===== src/rtl/button_pkg.sv =====
// button_pkg: shared types and constants for the player-control front-end.
//   rpt_state_t    : auto-repeat FSM states for the move buttons
//   BTN_*          : bit positions within btn_raw / btn_level
//   DEF_*          : default timing at 25 MHz
//   cnt_width()    : counter width for a cycle-count parameter
package button_pkg;

  typedef enum logic [1:0] {
    IDLE   = 2'd0,
    HELD   = 2'd1,
    REPEAT = 2'd2
  } rpt_state_t;

  localparam int unsigned NUM_BTNS  = 3;
  localparam int unsigned BTN_DROP  = 0;
  localparam int unsigned BTN_RIGHT = 1;
  localparam int unsigned BTN_LEFT  = 2;

  localparam int unsigned DEF_DEBOUNCE_CYCLES = 250_000;     // 10 ms
  localparam int unsigned DEF_REPEAT_DELAY    = 12_500_000;  // 500 ms
  localparam int unsigned DEF_REPEAT_PERIOD   = 3_750_000;   // 150 ms

  // Timing parameters are expected to be >= 2; the guard keeps the width
  // legal if someone passes 1 anyway.
  function automatic int unsigned cnt_width(input int unsigned n);
    return (n > 1) ? $clog2(n) : 1;
  endfunction

endpackage


===== src/rtl/button_debounce.sv =====
// button_debounce: one push-button channel.
//   2-flop synchronizer -> debounce filter -> press-edge detector.
// Ports:
//   clk, rst : clock, asynchronous active-high reset
//   raw      : raw pin, active-high
//   level    : debounced level (registered)
//   press    : high for the single cycle after level rises
module button_debounce
  import button_pkg::*;
#(
  parameter int unsigned DEBOUNCE_CYCLES = DEF_DEBOUNCE_CYCLES
) (
  input  logic clk,
  input  logic rst,
  input  logic raw,
  output logic level,
  output logic press
);

  localparam int unsigned CW = cnt_width(DEBOUNCE_CYCLES);

  logic          sync1_q, sync1_d;
  logic          sync2_q, sync2_d;
  logic [CW-1:0] dcnt_q, dcnt_d;
  logic          level_q, level_d;
  logic          level_dly_q, level_dly_d;

  always_ff @(posedge clk or posedge rst) begin
    if (rst) begin
      sync1_q     <= 1'b0;
      sync2_q     <= 1'b0;
      dcnt_q      <= '0;
      level_q     <= 1'b0;
      level_dly_q <= 1'b0;
    end else begin
      sync1_q     <= sync1_d;
      sync2_q     <= sync2_d;
      dcnt_q      <= dcnt_d;
      level_q     <= level_d;
      level_dly_q <= level_dly_d;
    end
  end

  always_comb begin
    sync1_d     = raw;
    sync2_d     = sync1_q;
    level_dly_d = level_q;
    level_d     = level_q;
    dcnt_d      = '0;
    // The counter only survives an unbroken run of disagreement; a single
    // agreeing cycle restarts the qualification window.
    if (sync2_q != level_q) begin
      if (dcnt_q == CW'(DEBOUNCE_CYCLES - 1)) begin
        level_d = sync2_q;
      end else begin
        dcnt_d = dcnt_q + CW'(1);
      end
    end
  end

  assign level = level_q;
  assign press = level_q & ~level_dly_q;

endmodule


===== src/rtl/button_conditioner.sv =====
// button_conditioner: turns the three raw player buttons into clean
// single-cycle commands for the connect-four core.
// Ports:
//   clk_25MHz  : clock, rising edge
//   rst        : asynchronous active-high reset
//   btn_raw    : raw pins [0]=drop [1]=right [2]=left
//   busy       : core cannot accept a command this cycle
//   drop_piece : one-cycle command pulse
//   move_right : one-cycle command pulse (auto-repeats while held)
//   move_left  : one-cycle command pulse (auto-repeats while held)
//   btn_level  : debounced levels, same order as btn_raw
module button_conditioner
  import button_pkg::*;
#(
  parameter int unsigned DEBOUNCE_CYCLES = DEF_DEBOUNCE_CYCLES,
  parameter int unsigned REPEAT_DELAY    = DEF_REPEAT_DELAY,
  parameter int unsigned REPEAT_PERIOD   = DEF_REPEAT_PERIOD
) (
  input  logic       clk_25MHz,
  input  logic       rst,
  input  logic [2:0] btn_raw,
  input  logic       busy,
  output logic       drop_piece,
  output logic       move_right,
  output logic       move_left,
  output logic [2:0] btn_level
);

  localparam int unsigned RMAX = (REPEAT_DELAY > REPEAT_PERIOD) ? REPEAT_DELAY : REPEAT_PERIOD;
  localparam int unsigned RW   = cnt_width(RMAX);

  logic [2:0] level;
  logic [2:0] press;
  logic [2:0] evt;
  logic       conflict;

  rpt_state_t        rpt_state_q [BTN_RIGHT:BTN_LEFT];
  rpt_state_t        rpt_state_d [BTN_RIGHT:BTN_LEFT];
  logic [RW-1:0]     rcnt_q      [BTN_RIGHT:BTN_LEFT];
  logic [RW-1:0]     rcnt_d      [BTN_RIGHT:BTN_LEFT];

  logic [2:0] pending_q, pending_d;
  logic [2:0] pulse_q, pulse_d;

  button_debounce #(.DEBOUNCE_CYCLES(DEBOUNCE_CYCLES)) u_deb_drop (
    .clk   (clk_25MHz),
    .rst   (rst),
    .raw   (btn_raw[BTN_DROP]),
    .level (level[BTN_DROP]),
    .press (press[BTN_DROP])
  );

  button_debounce #(.DEBOUNCE_CYCLES(DEBOUNCE_CYCLES)) u_deb_right (
    .clk   (clk_25MHz),
    .rst   (rst),
    .raw   (btn_raw[BTN_RIGHT]),
    .level (level[BTN_RIGHT]),
    .press (press[BTN_RIGHT])
  );

  button_debounce #(.DEBOUNCE_CYCLES(DEBOUNCE_CYCLES)) u_deb_left (
    .clk   (clk_25MHz),
    .rst   (rst),
    .raw   (btn_raw[BTN_LEFT]),
    .level (level[BTN_LEFT]),
    .press (press[BTN_LEFT])
  );

  // Repeat FSM state registers
  always_ff @(posedge clk_25MHz or posedge rst) begin
    if (rst) begin
      for (int unsigned i = BTN_RIGHT; i <= BTN_LEFT; i++) begin
        rpt_state_q[i] <= IDLE;
        rcnt_q[i]      <= '0;
      end
    end else begin
      for (int unsigned i = BTN_RIGHT; i <= BTN_LEFT; i++) begin
        rpt_state_q[i] <= rpt_state_d[i];
        rcnt_q[i]      <= rcnt_d[i];
      end
    end
  end

  // Repeat FSM next-state and command events
  always_comb begin
    conflict      = level[BTN_RIGHT] & level[BTN_LEFT];
    evt           = '0;
    evt[BTN_DROP] = press[BTN_DROP];
    for (int unsigned i = BTN_RIGHT; i <= BTN_LEFT; i++) begin
      rpt_state_d[i] = rpt_state_q[i];
      rcnt_d[i]      = rcnt_q[i];
      if (!level[i]) begin
        rpt_state_d[i] = IDLE;
        rcnt_d[i]      = '0;
      end else if (conflict) begin
        // Parking both held buttons in HELD with a cleared counter means the
        // survivor of a conflict waits a full REPEAT_DELAY before moving.
        rpt_state_d[i] = HELD;
        rcnt_d[i]      = '0;
      end else begin
        unique case (rpt_state_q[i])
          IDLE: begin
            if (press[i]) begin
              evt[i]         = 1'b1;
              rpt_state_d[i] = HELD;
              rcnt_d[i]      = '0;
            end
          end
          HELD: begin
            if (rcnt_q[i] == RW'(REPEAT_DELAY - 1)) begin
              evt[i]         = 1'b1;
              rpt_state_d[i] = REPEAT;
              rcnt_d[i]      = '0;
            end else begin
              rcnt_d[i] = rcnt_q[i] + RW'(1);
            end
          end
          REPEAT: begin
            if (rcnt_q[i] == RW'(REPEAT_PERIOD - 1)) begin
              evt[i]    = 1'b1;
              rcnt_d[i] = '0;
            end else begin
              rcnt_d[i] = rcnt_q[i] + RW'(1);
            end
          end
          default: begin
            rpt_state_d[i] = IDLE;
            rcnt_d[i]      = '0;
          end
        endcase
      end
    end
  end

  // One-deep hold of events that arrive while the core is busy
  always_ff @(posedge clk_25MHz or posedge rst) begin
    if (rst) begin
      pending_q <= '0;
      pulse_q   <= '0;
    end else begin
      pending_q <= pending_d;
      pulse_q   <= pulse_d;
    end
  end

  always_comb begin
    pending_d = pending_q;
    pulse_d   = '0;
    if (busy) begin
      pending_d = pending_q | evt;
    end else begin
      pulse_d = pending_q | evt;
      // Opposite moves buffered together carry no clear intent: drop both.
      if (pending_q[BTN_RIGHT] && pending_q[BTN_LEFT]) begin
        pulse_d[BTN_RIGHT] = 1'b0;
        pulse_d[BTN_LEFT]  = 1'b0;
      end
      pending_d = '0;
    end
  end

  assign drop_piece = pulse_q[BTN_DROP];
  assign move_right = pulse_q[BTN_RIGHT];
  assign move_left  = pulse_q[BTN_LEFT];
  assign btn_level  = level;

endmodule

===== config.mk =====
export PLATFORM = sky130hd
export DESIGN_NAME = button_conditioner
export DESIGN_NICKNAME = d
export VERILOG_FILES = /design/src/rtl/button_pkg.sv /design/src/rtl/button_debounce.sv /design/src/rtl/button_conditioner.sv
export SDC_FILE = /design/constraint.sdc
export NUM_CORES = 1
export LEC_CHECK = 0
export ABC_AREA = 1
export CAP_MARGIN = 15
export CORE_ASPECT_RATIO = 0.8
export CORE_MARGIN = 2
export CORE_UTILIZATION = 58
export CTS_BUF_LIST = sky130_fd_sc_hd__clkbuf_8
export DETAILED_ROUTE_END_ITERATION = 7
export PLACE_DENSITY = 0.75
export SKIP_CTS_REPAIR_TIMING = 1
export SLEW_MARGIN = 20
export SYNTH_ARGS = -nofsm -noshare
export SYNTH_HDL_FRONTEND = slang
export SYNTH_HIERARCHICAL = 1
export SYNTH_SLANG_ARGS = --single-unit
export TNS_END_PERCENT = 1

===== constraint.sdc =====
create_clock -name clk_25MHz -period 6.25 [get_ports clk_25MHz]
set_clock_uncertainty 0.2 [all_clocks]
set_input_delay 1.875 -clock clk_25MHz [delete_from_list [all_inputs] [get_ports clk_25MHz]]
set_output_delay 1.875 -clock clk_25MHz [all_outputs]
set_load 0.01 [all_outputs]

* Word-level counts from Yosys, hierarchy flattened
Cells that the tools add are included.
** Cells by class
- Add/subtract/negate cells :: 5
- Equality and inequality tests :: 20
- Mux-type cells :: 43
- Bitwise operators :: 8
- Reduce and logical (&&, ||, !) cells :: 8
** Operator list (number)
- 2-to-1 mux 24 bit :: 10
- case mux 24 bit (3 select lines) :: 2
- 2-to-1 mux 18 bit :: 6
- adder 18 x 1 -> 18 bit (second input constant) :: 3
- == test 18 bit (second input constant) :: 3
- adder 24 x 1 -> 24 bit (second input constant) :: 2
- == test 24 x 22 -> 1 bit (second input constant) :: 2
- == test 24 bit (second input constant) :: 2
- 2-to-1 mux 2 bit :: 9
- case mux 2 bit (3 select lines) :: 2
- 2-to-1 mux 1 bit :: 10
- != test 4 x 3 -> 1 bit (second input constant) :: 2
- != test 4 bit (second input constant) :: 2
- 2-to-1 mux 3 bit :: 2
- != test 3 bit (second input constant) :: 2
- case mux 1 bit (3 select lines) :: 2
- AND reduction 2 bit :: 3
- AND reduction 3 bit :: 2
- bitwise AND 1 bit :: 4
- == test 2 x 1 -> 1 bit (second input constant) :: 2
- == test 2 bit (second input constant) :: 2
- logical NOT 2 bit :: 2
- != test 1 bit :: 3
- inverter 1 bit :: 3
- 2 further kinds :: 2
** Word-level totals
- Register bits :: 124
- Output and inout port bits :: 6
- Logic and storage cells :: 105

* Depth between registers and ports, before layout
- Depth in word-level cells :: 9
- Gate-level depth with buffers :: 13
- Gate-level depth less buffers :: 13

* Cells and area by module
The synthesis kept the hierarchy.
** Modules (own cells, without submodules)
- button_conditioner :: sequential area each 1451.4 sq um, cells an instance 516, area each 3757.4 sq um, times used 1
- button_debounce :: sequential area each 550.5 sq um, cells an instance 138, area each 1137.3 sq um, times used 3

* Worst setup path after synthesis
OpenSTA, ideal clock, no wires.
- Path type :: register to output
- Start point :: register u_deb_left.level_q (netlist: u_deb_left/level)
- End point :: output btn_level[2]
- Setup slack :: 3683 ps
- Stages on the path, launching flop included :: 1
- Required time :: 4175 ps
- Arrival :: 492 ps
- Buffers on the path :: 0
- Path through :: dfrtp_1
** RTL lines
- from (decl) :: RTL line button_debounce.sv:25 : logic level_q, level_d;
- from (signal assigned) :: RTL line button_debounce.sv:39 : level_q <= level_d;
- to (decl) :: RTL line button_conditioner.sv:26 : output logic [2:0] btn_level
No word-level cell between the ends.

* Worst setup path after layout
- Start point :: register u_deb_left.level_q (netlist: u_deb_left/level)
- End point :: output btn_level[2]
No word-level cell between the ends.

==> key figures <==
Min path
  • Hold Path Depth: 0
  • Worst hold path startpoint: u_deb_drop/sync1_q
  • Worst hold path endpoint: u_deb_drop/sync2_q
  • Min-Delay Path Class: flip-flop to flip-flop

Setup path
  • CP max stage cell: clkdlybuf4s50_1
  • Crit Path Class: flip-flop to output pin
  • CP Max Fanout: 8
  • FF-to-FF End: rcnt_q[46]
  • Critical Path End Type: output pin
  • Crit path buf inv count: 1
  • Flop2flop setup slack: 3.83 ns
  • CP max stage delay: about 0.60 ns
  • FF-to-FF Start: rpt_state_q[2]
  • Required time worst endpoint: 4.18 ns
  • CP top delay family: buffers and inverters
  • Sequence of cells on the critical path: clkdlybuf4s50_1
  • Setup crit start kind: flip-flop
  • Reg2Reg Depth: 8
  • CP Data Arrival Time: 1.58 ns

Layout
  • Layout Nets: about 1000
  • Layout Cells excl Fill: 1119
  • Layout fillers: 1036
  • P&R area growth vs syn: 10.2%
  • Most frequent cells in the layout: 191 x nand2_1, 187 x nor2_1, 124 x dfrtp_1, 104 x inv_1, 72 x nand3_1
  • ANT cells: 0
  • Most common cell after layout, fill and taps aside: nand2_1
  • Layout cell share with drive strength beyond 1: 12.8%
  • Final Cell Area: 7900 um2

Timing
  • Final hold violation count: 0
  • Setup TNS: 0 ns
  • Endpoints failing setup: 0
  • Fin crit share: between 50% and 60%
  • Max-slew headroom: 42.6%
  • Max-slew violations: 0
  • Crit path time final: 3.66 ns
  • Max Fclk: 273 MHz
  • RSZ-0062 raised after global routing: no
  • Final worst slack: 2.59 ns
  • Worst-Margin Slew: 0.859 ns

Synthesis
  • Syn Area/Cell: 7.71 um2
  • Yosys warnings: 6
  • Synth Cell Area: 7170 um2
  • Post-synthesis sequential area ratio: roughly 43%
  • Syn nets: 951
  • Mapped Cells: 930
  • Synth unique cells: 34
  • FF+latch count, synth: 124

Routing
  • Detailed Route Iter0 Violations: 446
  • Final Routed Wirelength: between 10 and 15 mm
  • Via count: 5766
  • Residual DRC: 0
  • DR vias/cell: 5.15
  • Post-DRT Antenna Nets: 0
  • Initial DRT Pass Iterations: 5
  • Avg WL per Cell: 12.9 um

Floorplanning
  • Core Footprint: between 10000 and 15000 um2
  • Initial Utilization: between 50 and 60%
  • I/O pin count: 12
  • Die height: 103 um
  • FP Rows: 36
  • Die area: 13300 um2
  • Die width: 128 um

Clocking
  • Bufs on Longest Clock Path: 2
  • TritonCTS Sinks: ~120
  • Clock transition at the registers of the reported paths: about 0.08 ns
  • H-tree Lvls: 4
  • TritonCTS Buffers: 17
  • CTS tree: built
  • Clock Latency Late Sink: roughly 0.45 ns
  • CTS Root Buffer Type: clkbuf_8

Global routing
  • GRT Max-Usage Layer: met2
  • Vias in the first global route: around 5400
  • First-pass GRT wire length: around 25 mm
  • M3 GR Usage: 5.66%
  • Grt met1 use: 34.2%
  • Largest net degree at the start of global routing: 37
  • Initial antenna violation count: 0
  • Global routing usage on met2: between 30% and 40%
  • GRT overflow: 0
  • Gr usage total: 23.9%

Place
  • Post-DP HPWL: 10.4 mm
  • Port bufs: 11
  • DP Area: about 7400 um2
  • Dpl ws: 2.73 ns
  • Gpl congestion: 0.882
  • Cells after DPL: 1087

Power
  • Clk network pwr share: 50.3%
  • Psw: roughly 370 uW
  • Static Leak: roughly 0.0034 uW
  • Logic pwr share: between 2 and 2.5%
  • VDD IR-drop max: 0.000167 V
  • Share of total power in sequential cells: 47.5%
  • Power density of the placed cells: approximately 220 nW/um2
  • Switch share: 21.5%
  • Power Internal: 1350 uW

Job
  • Maxcap violations: 0

Outcome
  • Status: complete, no violations
## registers in the layout (all words and copies together) (netlist names), 3 cells and up
register            flops
pending_q               3
rpt_state_q             4
pulse_q                 3
rcnt_q                 48
u_deb_left/dcnt_q      18
u_deb_drop/dcnt_q      18
u_deb_right/dcnt_q     18
## layer usage
layer	vias to the layer above	wire length (um)
li1	2944	-
met1	2677	7390
met2	129	6140
met3	16	689
met4	0	187
met5	-	0
## cell families after synthesis
group | after synthesis | share of synthesized area (%)
AO/OA/AOI/OAI | 49 | 3.82
XOR/XNOR | 59 | 7.52
adder cells (fa/ha/maj) | 15 | 2.62
buffers and inverters | 122 | 6.91
flip-flops | 124 | 43.3
AND/OR/NAND/NOR | 561 | 35.8
## synth_stat cells, drive strengths merged
cell / n / area, um2
o21ai: 20 / 100
or2: 1 / 6.26
nor2: 237 / 1090
nor4: 1 / 6.26
nand3: 73 / 370
clkbuf: 1 / 3.75
nor3b: 1 / 7.51
nand2: 215 / 892
dfrtp: 124 / 3100
a21oi: 21 / 116
o22ai: 2 / 12.5
nor3: 15 / 85.1
o21bai: 5 / 37.5
a21o: 1 / 7.51
inv: 114 / 430
xor2: 39 / 342
clkinv: 1 / 3.75
nand4: 18 / 113
ha: 15 / 188
xnor2: 20 / 198
buf: 6 / 57.6
## layout make-up
class                      count  area [um2]  area share [%]
inverter                     115         434            5.49
multi-input combinational    684        3570            45.2
sequential                   124        3100            39.3
clock buffer                  18         248            3.13
timing repair buffer          12         118            1.49
clock inverter                14         239            3.02
tap                          152         190            2.41
## worst max-delay path by stage
| stage | depth (start not counted) | startpoint | slack (ns) | end |
|---|---|---|---|---|
| after detailed placement | 3 | rst | 2.73 | rcnt_q[14] |
| after global placement | 3 | rst | 2.75 | rcnt_q[33] |
| after CTS | 1 | u_deb_left/level | 2.55 | btn_level[2] |
| after floorplan | 1 | rst | 2.75 | pending_q[0] |
| final | 1 | u_deb_left/level | 2.59 | btn_level[2] |
| after global routing | 1 | u_deb_left/level | 2.51 | btn_level[2] |
## per-stage QoR
stage / hold WS (ns) / utilization [%] / total power (uW)
after floorplan: 0.131 / - / 854
after global placement: 0.132 / 61.2 / 867
after detailed placement: 0.136 / 61.2 / 868
after CTS: 0.148 / 65.2 / 1740
after global routing: 0.157 / 65.2 / 1780
final: 0.149 / 65.2 / 1710
## power by group through the flow
| stage | clock, uW | combinational [uW] | sequential [uW] |
|---|---|---|---|
| floorplan | 0 | 26.2 | 828 |
| global placement | 0 | 38.2 | 829 |
| detailed placement | 0 | 38.8 | 829 |
| CTS | 883 | 39.2 | 814 |
| global route | 920 | 44.2 | 814 |
| finish | 863 | 37.4 | 814 |
No activity file was read; power rests on OpenSTA's default activity.
